--- config.mk ---
export PLATFORM = sky130hd
export DESIGN_NAME = pc_unit
export DESIGN_NICKNAME = d
export VERILOG_FILES = /design/src/rtl/pc_unit.sv
export SDC_FILE = /design/constraint.sdc
export NUM_CORES = 1
export LEC_CHECK = 0
export ABC_CLOCK_PERIOD_IN_PS = 4260
export CAP_MARGIN = 20
export CORE_AREA = 4 4 103 105
export CTS_BUF_LIST = sky130_fd_sc_hd__clkbuf_8
export DETAILED_ROUTE_END_ITERATION = 10
export DIE_AREA = 0 0 107 109
export GPL_ROUTABILITY_DRIVEN = 0
export GPL_TIMING_DRIVEN = 0
export PLACE_DENSITY_LB_ADDON = 0.25
export SETUP_SLACK_MARGIN = 0.3
export SLEW_MARGIN = 0
export SYNTH_ARGS = -nofsm -noshare
export SYNTH_HDL_FRONTEND = slang
export SYNTH_SLANG_ARGS = --single-unit
export TNS_END_PERCENT = 20
--- constraint.sdc ---
create_clock -name clk -period 4.26 [get_ports clk]
set_input_delay 0.426 -clock clk [delete_from_list [all_inputs] [get_ports clk]]
set_output_delay 0.426 -clock clk [all_outputs]
set_load 0.03 [all_outputs]
--- src/rtl/pc_unit.sv ---
// Program counter and next-PC sequencer: drives fetch address to imem, picks seq/branch/jump/jr targets.
// Latency: a redirect taken on an accept edge is visible on pc one cycle later; pc_plus4 is combinational.
// Backpressure: pc and all redirect state hold while stall=1 or imem_ready=0 (no accept).
module pc_unit #(
  parameter logic [31:0] RESET_PC = 32'h0000_3000,
  parameter logic [31:0] EXC_PC   = 32'h0000_4180
) (
  input  logic        clk,
  input  logic        reset_n,
  input  logic        stall,
  input  logic [1:0]  npc_sel,
  input  logic        br_taken,
  input  logic [31:0] br_target,
  input  logic [25:0] instr_index,
  input  logic [31:0] jr_target,
  input  logic        halt,
  input  logic        imem_ready,
  output logic [31:0] pc,
  output logic [31:0] pc_plus4,
  output logic        if_valid,
  output logic        addr_exc,
  output logic [31:0] exc_epc,
  output logic [1:0]  run_state
);

  typedef enum logic [1:0] {
    ST_BOOT = 2'b00,
    ST_RUN  = 2'b01,
    ST_HALT = 2'b10
  } state_t;

  localparam logic [1:0] SEL_SEQ    = 2'b00;
  localparam logic [1:0] SEL_BRANCH = 2'b01;
  localparam logic [1:0] SEL_JUMP   = 2'b10;
  localparam logic [1:0] SEL_JR     = 2'b11;

  state_t      state_q;
  state_t      state_d;
  logic [31:0] pc_q;
  logic [31:0] pc_d;
  logic [31:0] epc_q;
  logic [31:0] epc_d;
  logic        exc_q;
  logic        exc_d;
  logic        accept;
  logic        jr_misaligned;
  logic [31:0] jump_target;

  // Fetch request is only offered while running and not stalled; the
  // handshake completes when imem also signals ready.
  assign if_valid      = (state_q == ST_RUN) & ~stall;
  assign accept        = if_valid & imem_ready;
  assign pc_plus4      = pc_q + 32'd4;
  assign jr_misaligned = (npc_sel == SEL_JR) && (jr_target[1:0] != 2'b00);
  assign jump_target   = {pc_plus4[31:28], instr_index, 2'b00};

  assign pc        = pc_q;
  assign addr_exc  = exc_q;
  assign exc_epc   = epc_q;
  assign run_state = state_q;

  // Run-state FSM: one BOOT cycle, then RUN until a halt on an accepted fetch.
  always_comb begin
    state_d = state_q;
    case (state_q)
      ST_BOOT: state_d = ST_RUN;
      ST_RUN:  if (accept && halt) state_d = ST_HALT;
      ST_HALT: state_d = ST_HALT;
      default: state_d = ST_BOOT;
    endcase
  end

  // Next-PC selection on accept, highest priority first; the exception
  // pulse defaults low so it lasts exactly one cycle.
  always_comb begin
    pc_d  = pc_q;
    epc_d = epc_q;
    exc_d = 1'b0;
    if (accept) begin
      if (jr_misaligned) begin
        pc_d  = EXC_PC;
        epc_d = pc_q;
        exc_d = 1'b1;
      end else begin
        case (npc_sel)
          SEL_JR:     pc_d = jr_target;
          SEL_JUMP:   pc_d = jump_target;
          SEL_BRANCH: pc_d = br_taken ? br_target : pc_plus4;
          SEL_SEQ:    pc_d = pc_plus4;
          default:    pc_d = pc_plus4;
        endcase
      end
    end
  end

  // State registers; reset wins over everything, including a pending pulse.
  always_ff @(posedge clk) begin
    if (!reset_n) begin
      state_q <= ST_BOOT;
      pc_q    <= RESET_PC;
      epc_q   <= 32'd0;
      exc_q   <= 1'b0;
    end else begin
      state_q <= state_d;
      pc_q    <= pc_d;
      epc_q   <= epc_d;
      exc_q   <= exc_d;
    end
  end

endmodule
==> metrics.yaml, run 1 <==
status:
  status: "completed"
synth:
  yosys-top-cells-count: "nand2_1, dfxtp_1, o21ai_0"
  synth.largest_area_cell: "dfxtp_1"
  yosysMostFrequentCell: "nand2_1"
  ys.flop_type: "dfxtp_1"
  synth.net_count: 728
  synth_edf_count: 0
  synthCells: 627
  syn_area_um2: 4580
  ys_warn_count: 0
  ys_types: 63
  synth_top_area_share_pct: 29.3
  synth_seq_area_share_pct: 29.3
  ys_seq_elements: 67
  synthTopCellsByArea: "dfxtp_1, nand2_1, a21boi_0, o21ai_0, a21oi_1"
  synthArstFlopShare_pct: 0
  syn_area_per_cell_um2: 7.30
die:
  ioPinCount: 198
  fp-row-count: 36
  die-height_um: 109
  die_area_um2: 11700
  die_width_um: 107
  core_um2: 9640
  initial_core_util_pct: 47.5
finish:
  final_area_um2: 6900
  fillers: 802
  syn2layout_area_growth_pct: 50.7
  nNetsFinal: 938
  finish.utilization_pct: 71.6
  drive_gt1_share_pct: 5.35
  diodes: 0
route:
  drc: 0
  wire_per_inst_um: 21.3
  via_per_inst: 6.24
  num_vias: 6076
  drt_iter0_markers: 767
  antenna_left: 0
  drtPass1Iterations: 5
  routed_wl_um: 20700
sta:
  grt_setup_unrepaired: "false"
  period_share_pct: 90.6
  setup_viol: 0
  fmax_ghz: 0.259
  worst_pin_slew_ns: 1.08
  skew_ns: 0.0127
  slew_violations: 0
  final-hold-violation-count: 0
  period_needed_ns: 3.86
  slew_headroom_pct: 28.0
  fin_tns_setup_ns: 0
pwr:
  switching_power_uw: 677
  power_frac_comb_pct: 35.1
  p_clk_share_pct: 26.8
  swShare_pct: 37.1
  power_density_nw_per_um2: 264
  power.sequential.fraction_pct: 38.1
  power_uw: 1820
  internal_power_uw: 1150
  ir_worst_vdd_mv: 0.188
  p_leak_uw: 0.00244
global_route:
  grt_pass1_vias: 5901
  grt_max_degree: 12
  antenna_found_initial: 0
  grt_pass1_wl_um: 31400
  grt.total_usage_pct: 34.6
  grt_overflow: 0
setup_path:
  critPathArrivalTime_ns: 3.43
  path_class: "flop to primary output"
  cp-start-kind: "flop"
  critPathRequiredTime_ns: 3.83
  critical_path_buf_inv_count: 1
  critical_path.cell_chain: "nand4_1 > nor4_2 > nand4_1 > xnor2_1 > clkdlybuf4s50_1"
  endpoint_kind: "primary output"
  cp_slowest_stage_delay_ns: 0.83
  crit_path_top_delay_cell: "nor4_2"
  cp_top_family: "simple AND/OR/NAND/NOR gates"
  cpMostUsedCell: "nand4_1"
  critPathMaxFanout: 9
cts:
  cts.sinks: 67
  path_clk_slew_ns: 0.08
  cts_tree: "yes"
  clk_latency_ns: 0.36
  postCtsHoldBufs: 0
  cts_root_buf: "clkbuf_8"
  clock_path_buffers: 2
  htreeDepth: 3
  cts_made_buffers: 9
run:
  maxCapViolCount: 0
hold_path:
  hold_path_class: "flop to flop"
place:
  port_buffers: 195
  place_hpwl_um: 15300
  postPlaceCellArea_um2: 6700
## cell usage in the layout, fill, tap and decap left out, types with 7 or more instances in the layout
| master | n |
|---|---|
| nor2_1 | 33 |
| a21boi_0 | 36 |
| dfxtp_1 | 67 |
| clkdlybuf4s50_1 | 195 |
| a21o_1 | 8 |
| clkbuf_8 | 10 |
| a21oi_1 | 36 |
| a31oi_1 | 12 |
| nand3_1 | 26 |
| inv_1 | 8 |
| and3_1 | 8 |
| nor2b_1 | 7 |
| xnor2_1 | 20 |
| o211ai_1 | 9 |
| mux2i_1 | 16 |
| o21ai_0 | 42 |
| nor3_1 | 16 |
| clkbuf_1 | 40 |
| nand2_1 | 121 |
## worst reg2reg max path: stages, from the launching register on
cell	delay, ns
dfxtp_1	0.42
ha_1	0.27
nand3b_1	0.36
nor3_1	0.83
clkbuf_1	0.53
nand2_1	0.10
a21boi_0	0.21
## layer usage
metal  wire length, um  vias to the layer above  share of wire (%)  GRT usage (%)
li1                  -                     2673                  -              -
met1              7390                     2713                 36           39.9
met2              9180                      576                 44           56.5
met3              2990                      114                 14           11.6
met4              1150                        0                5.6           19.4
met5                 0                        -                  0              0
## stage by stage
stage | cells | hold slack (ns) | setup WS [ns]
3_5_place_dp | 955 | 0.456 | 0.590
5_1_grt | 974 | 0.489 | 0.375
4_1_cts | 970 | 0.466 | 0.474
3_3_place_gp | 955 | 0.452 | 0.659
6_report | 974 | 0.465 | 0.400
2_1_floorplan | 627 | 0.584 | 1.49
## cell type report
cell class                      instances  area (um2)  area share, %
Multi-Input combinational cell        498        2990           43.3
Timing Repair Buffer                  199        1980           28.7
Sequential cell                        67        1340           19.4
Buffer                                 54         225           3.26
Tap cell                              133         166           2.41
Clock buffer                           10         138           1.99
Clock inverter                          5        30.0          0.435
Inverter                                8        30.0          0.435
## flip-flops by register name (all words and copies together) (netlist names)
signal     count
pc            32
exc_epc       32
addr_exc       1
run_state      2
## worst paths after layout
check,startpoint,end,slack [ns],cells after the start
max reg2reg,run_state[0]$_SDFFE_PN0P_,exc_epc[8]$_SDFFE_PN0P_,1.46,6
min reg2reg,exc_epc[9]$_SDFFE_PN0P_,exc_epc[9]$_SDFFE_PN0P_,0.46,2
max,pc[2]$_SDFFE_PN0P_,pc_plus4[31],0.40,5
min,exc_epc[9]$_SDFFE_PN0P_,exc_epc[9]$_SDFFE_PN0P_,0.46,2
## power groups by stage
stage          sequential, uW  combinational (uW)  clock, uW
4_1_cts                   694                 624        485
5_1_grt                   699                 673        511
3_5_place_dp              708                 619          0
6_report                  695                 639        489
2_1_floorplan             755                 279          0
3_3_place_gp              705                 608          0
## logic make-up (layout without fill, tap and decap cells)
family,Yosys count,after routing,share of synthesized area [%]
and+or+nand+nor,266,266,28.6
adders and majority gates,3,3,0.820
xor gates and xnor gates,25,25,4.78
AOI/OAI and AO/OA,185,185,26.7
buffers and inverters,62,276,5.57
muxes,19,19,4.23
DFF,67,67,29.3
## timing repair
item / 4_1_cts / 5_1_grt
resized for setup: 1 / 0
pin swaps: 0 / 1
setup buffers: 0 / 3
endpoints found under the hold margin: 0 / 0
setup endpoints to repair: 1 / 1
gates cloned: 0 / 0
No activity file was read; power rests on OpenSTA's default activity.
==> run 2, diff against run 1 <==
Settings changed: HOLD_SLACK_MARGIN set to 0.15, PLACE_DENSITY set to 0.88, PLACE_DENSITY_LB_ADDON 0.25 to unset.
==> metrics.yaml, run 2 (synthesis gave the netlist of run 1 again) <==
status:
  status: "finished with violations"
  violations: "design-rule violations"
cts:
  cts.sinks: 67
  postCtsHoldBufs: 0
  cts_tree: "yes"
  cts_made_buffers: 9
  clk_latency_ns: 0.36
  path_clk_slew_ns: 0.09
  postCtsSetupBuffers: 0
  clock_path_buffers: 2
  cts-resized-gates: 1
  cts_root_buf: "clkbuf_8"
  htreeDepth: 3
hold_path:
  hold_path_class: "flop to flop"
  min_from: "exc_epc[3]$_SDFFE_PN0P_"
  whs_endpoint: "exc_epc[3]$_SDFFE_PN0P_"
  min_path_cells: 2
die:
  initial_core_util_pct: 47.5
  die-height_um: 109
  die_area_um2: 11700
  fp-row-count: 36
  core_um2: 9640
  ioPinCount: 198
  die_width_um: 107
sta:
  slew_violations: 0
  grt_setup_unrepaired: "false"
  final-hold-violation-count: 0
  slew_headroom_pct: 32.6
  layout_setup_ws_ns: 0.384
  period_needed_ns: 3.88
  period_share_pct: 91.0
  hold_ws_ns: 0.467
  skew_ns: 0.00832
  fin_tns_setup_ns: 0
  setup_viol: 0
  worst_pin_slew_ns: 1.01
  fmax_ghz: 0.258
setup_path:
  critical_path.cell_chain: "ha_1 > nand3_1 > nor4_4 > nand2_1 > nor3_1 > xnor2_1 > clkdlybuf4s50_1"
  r2r-start: "run_state[0]$_SDFFE_PN0P_"
  critPathArrivalTime_ns: 3.45
  cp_slowest_stage_delay_ns: 0.70
  endpoint_kind: "primary output"
  path_class: "flop to primary output"
  reg2reg_to: "exc_epc[16]$_SDFFE_PN0P_"
  reg2reg_depth: 6
  critPathRequiredTime_ns: 3.83
  critPathMaxFanout: 9
  r2r_slack_ns: 1.53
  crit_path_top_delay_cell: "clkdlybuf4s50_1"
  critical_path_buf_inv_count: 1
  cp-start-kind: "flop"
  cp_top_family: "simple AND/OR/NAND/NOR gates"
route:
  drtPass1Iterations: 11
  via_per_inst: 6.28
  drt_iter0_markers: 967
  routed_wl_um: 20800
  antenna_left: 0
  drc: 1
  wire_per_inst_um: 21.4
  num_vias: 6102
global_route:
  grt_overflow: 0
  grt_pass1_vias: 5821
  grt.total_usage_pct: 34.7
  grt_pass1_wl_um: 31400
  grt_max_degree: 13
  antenna_found_initial: 0
pwr:
  switching_power_uw: 696
  power_density_nw_per_um2: 283
  p_clk_share_pct: 32.4
  power.sequential.fraction_pct: 35.2
  internal_power_uw: 1270
  p_leak_uw: 0.00246
  power_frac_comb_pct: 32.4
  ir_worst_vdd_mv: 0.224
  swShare_pct: 35.4
finish:
  final_common_cell: "clkdlybuf4s50_1"
  syn2layout_area_growth_pct: 51.7
  diodes: 0
  finish.utilization_pct: 72.1
  most-common-layout-cells: "clkdlybuf4s50_1, nand2_1, dfxtp_1"
  fillers: 765
  drive_gt1_share_pct: 5.13
  final_cells: 972
  nNetsFinal: 935
place:
  place_hpwl_um: 15500
  dp_cells: 955
  port_buffers: 195
  dpl_worst_slack_ns: 0.648
run:
  maxCapViolCount: 0
==> run 2: changes by cell type in the layout (fill, tap and decap cells not counted) <==
cell	change
buf_4	-3
bufinv_16	+2
clkinv_2	-2
clkinv_4	+1
nor4_2	-1
nor4_4	+1
==> run 2: stage by stage <==
| stage | total power, uW | instance area (um2) |
|---|---|---|
| detailed placement | 1330 | 6700 |
| floorplan | 1030 | 4580 |
| global route | 2020 | 6950 |
| global placement | 1310 | 6700 |
| CTS | 1940 | 6930 |
| finish | 1970 | 6950 |
==> run 2: power groups by stage <==
| stage | combinational (uW) | clock [uW] | sequential, uW |
|---|---|---|---|
| 2_1_floorplan | 279 | 0 | 755 |
| 3_3_place_gp | 606 | 0 | 704 |
| 3_5_place_dp | 621 | 0 | 706 |
| 4_1_cts | 625 | 625 | 692 |
| 5_1_grt | 671 | 655 | 698 |
| 6_report | 638 | 637 | 693 |
==> run 2: worst max-delay path by stage <==
stage | start | to | slack (ns) | depth (start not counted)
after detailed placement | pc[2]$_SDFFE_PN0P_ | pc_plus4[30] | 0.65 | 7
final | pc[2]$_SDFFE_PN0P_ | pc_plus4[30] | 0.38 | 7
after CTS | pc[6]$_SDFFE_PN0P_ | pc_plus4[31] | 0.47 | 6
after global placement | pc[2]$_SDFFE_PN0P_ | pc_plus4[30] | 0.68 | 7
after floorplan | pc[2]$_SDFFE_PN0P_ | pc_plus4[20] | 1.49 | 6
after global routing | pc[2]$_SDFFE_PN0P_ | pc_plus4[30] | 0.32 | 7
==> run 2: cell type report <==
| type | instances | area, um2 | area share [%] |
|---|---|---|---|
| Tap cell | 133 | 166 | 2.40 |
| Inverter | 8 | 30.0 | 0.432 |
| Sequential cell | 67 | 1340 | 19.3 |
| Timing Repair Buffer | 196 | 1960 | 28.2 |
| Buffer | 54 | 225 | 3.24 |
| Multi-Input combinational cell | 498 | 3000 | 43.2 |
| Clock inverter | 6 | 88.8 | 1.28 |
| Clock buffer | 10 | 138 | 1.98 |
==> run 2: worst reg2reg max path, delay by kind of cell, from the launching register on <==
family | cells | cell delay [ns]
and+or+nand+nor | 3 | 1.29
DFF | 1 | 0.39
AOI/OAI and AO/OA | 1 | 0.19
buffers and inverters | 1 | 0.51
adders and majority gates | 1 | 0.27
==> run 2: per-layer routing <==
layer,GRT usage (%),wire (um),up-vias
met5,0,0,-
li1,-,-,2667
met2,55.6,9210,597
met4,16.3,1050,0
met1,41.9,7350,2717
met3,12.1,3160,121
==> run 3, diff against run 2 <==
Settings changed: ABC_CLOCK_PERIOD_IN_PS 4260 to 3900, CAP_MARGIN 20 to unset, CORE_AREA 4 4 103 105 to 4 4 108 110, DIE_AREA 0 0 107 109 to 0 0 112 114, PLACE_DENSITY 0.88 to 0.81.
Clock period 4.26 ns to 3.9 ns, I/O delays scaled along.
==> metrics.yaml, run 3 (synthesis gave the netlist of run 1 again) <==
status:
  status: "completed"
setup_path:
  critical_path_buf_inv_count: 2
  critPathMaxFanout: 10
  critical_path.cell_chain: "ha_1 > nand3_1 > or4_1 > buf_2 > nor2_1 > xor2_1 > clkdlybuf4s50_1"
  cp_top_family: "simple AND/OR/NAND/NOR gates"
  crit_path_top_delay_cell: "clkdlybuf4s50_1"
  critPathArrivalTime_ns: 3.32
  critPathRequiredTime_ns: 3.51
  endpoint_kind: "primary output"
  cp-start-kind: "flop"
  cp_slowest_stage_delay_ns: 0.70
  path_class: "flop to primary output"
pwr:
  p_leak_uw: 0.00249
  power_density_nw_per_um2: 295
  ir_worst_vdd_mv: 0.337
  power_uw: 2050
cts:
  cts.sinks: 67
  cts_root_buf: "clkbuf_8"
  htreeDepth: 3
  path_clk_slew_ns: 0.07
  postCtsHoldBufs: 0
  clock_path_buffers: 2
  cts_made_buffers: 9
  clk_latency_ns: 0.37
  cts_tree: "yes"
route:
  num_vias: 6117
  drt_iter0_markers: 1060
  drc: 0
  via_per_inst: 6.24
  wire_per_inst_um: 21.6
  routed_wl_um: 21100
  drtPass1Iterations: 5
  antenna_left: 0
die:
  die_width_um: 112
  fp-row-count: 38
  core_um2: 10700
  ioPinCount: 198
  die-height_um: 114
  initial_core_util_pct: 42.8
  die_area_um2: 12800
finish:
  drive_gt1_share_pct: 5.23
  final_common_cell: "clkdlybuf4s50_1"
  most-common-layout-cells: "clkdlybuf4s50_1, nand2_1, dfxtp_1"
  fillers: 956
  multiInputGateArea_um2: 3000
  diodes: 0
  final_cells: 981
  seq_area_um2: 1340
  syn2layout_area_growth_pct: 51.5
  nNetsFinal: 937
  finish.utilization_pct: 64.8
sta:
  setup_viol: 0
  skew_ns: 0.0182
  final-hold-violation-count: 0
  fmax_ghz: 0.270
  period_share_pct: 95.0
  period_needed_ns: 3.71
  worst_pin_slew_ns: 1.38
  slew_headroom_pct: 6.82
  layout_setup_ws_ns: 0.194
  fin_tns_setup_ns: 0
  grt_setup_unrepaired: "true"
  slew_violations: 0
hold_path:
  hold_path_class: "flop to flop"
global_route:
  antenna_found_initial: 0
  grt_max_degree: 12
  grt_pass1_vias: 6007
  grt_overflow: 0
  grt.total_usage_pct: 32.3
  grt_pass1_wl_um: 32500
place:
  port_buffers: 195
  dp_cells: 962
  place_hpwl_um: 15900
  dpl_worst_slack_ns: 0.308
run:
  maxCapViolCount: 0
-- run 3: per-layer routing --
metal / global-route usage (%) / vias to the layer above / part of all wire (%)
met5: 0 / - / 0
met4: 14.1 / 0 / 5.0
met3: 10.5 / 110 / 15
met2: 51.6 / 541 / 44
met1: 40.0 / 2786 / 36
li1: - / 2680 / -
-- run 3: what timing repair did --
action | in CTS | in global routing
setup buffers | 2 | 1
gates resized for setup | 1 | 3
endpoints found under the setup margin | 6 | 11
pin swaps | 1 | 1
hold endpoints to repair | 0 | 0
-- run 3: layout make-up --
class | instances | area share (%)
plain buffers | 54 | 3.25
clock buffers | 9 | 1.79
clock inverters | 7 | 0.884
inverters | 8 | 0.433
multi-input cells | 498 | 43.3
flip-flops and latches | 67 | 19.3
well taps | 140 | 2.53
repair buffers | 198 | 28.5
-- run 3: power by group --
group	switching, uW	internal [uW]
registers	43.4	716
clock network	300	289
logic	405	297
-- run 3: worst paths after layout --
kind	from	endpoint	slack (ns)	depth (start not counted)
max	pc[2]$_SDFFE_PN0P_	pc_plus4[20]	0.19	7
min	exc_epc[2]$_SDFFE_PN0P_	exc_epc[2]$_SDFFE_PN0P_	0.46	2
max reg2reg	run_state[1]$_SDFFE_PN0P_	exc_epc[16]$_SDFFE_PN0P_	1.04	7
min reg2reg	exc_epc[2]$_SDFFE_PN0P_	exc_epc[2]$_SDFFE_PN0P_	0.46	2
-- run 3: stage by stage --
step,hold slack [ns],area [um2]
global route,0.484,6940
CTS,0.467,6920
global placement,0.452,6710
floorplan,0.548,4580
detailed placement,0.457,6710
finish,0.462,6940
-- run 3: worst reg2reg max path: stages (launching register included) --
cell and delay [ns]:
dfxtp_1 0.34, inv_1 0.08, ha_1 0.23, nand3b_1 0.40, nor3_1 0.95, clkbuf_1 0.44, nand2_1 0.17, a21boi_0 0.17
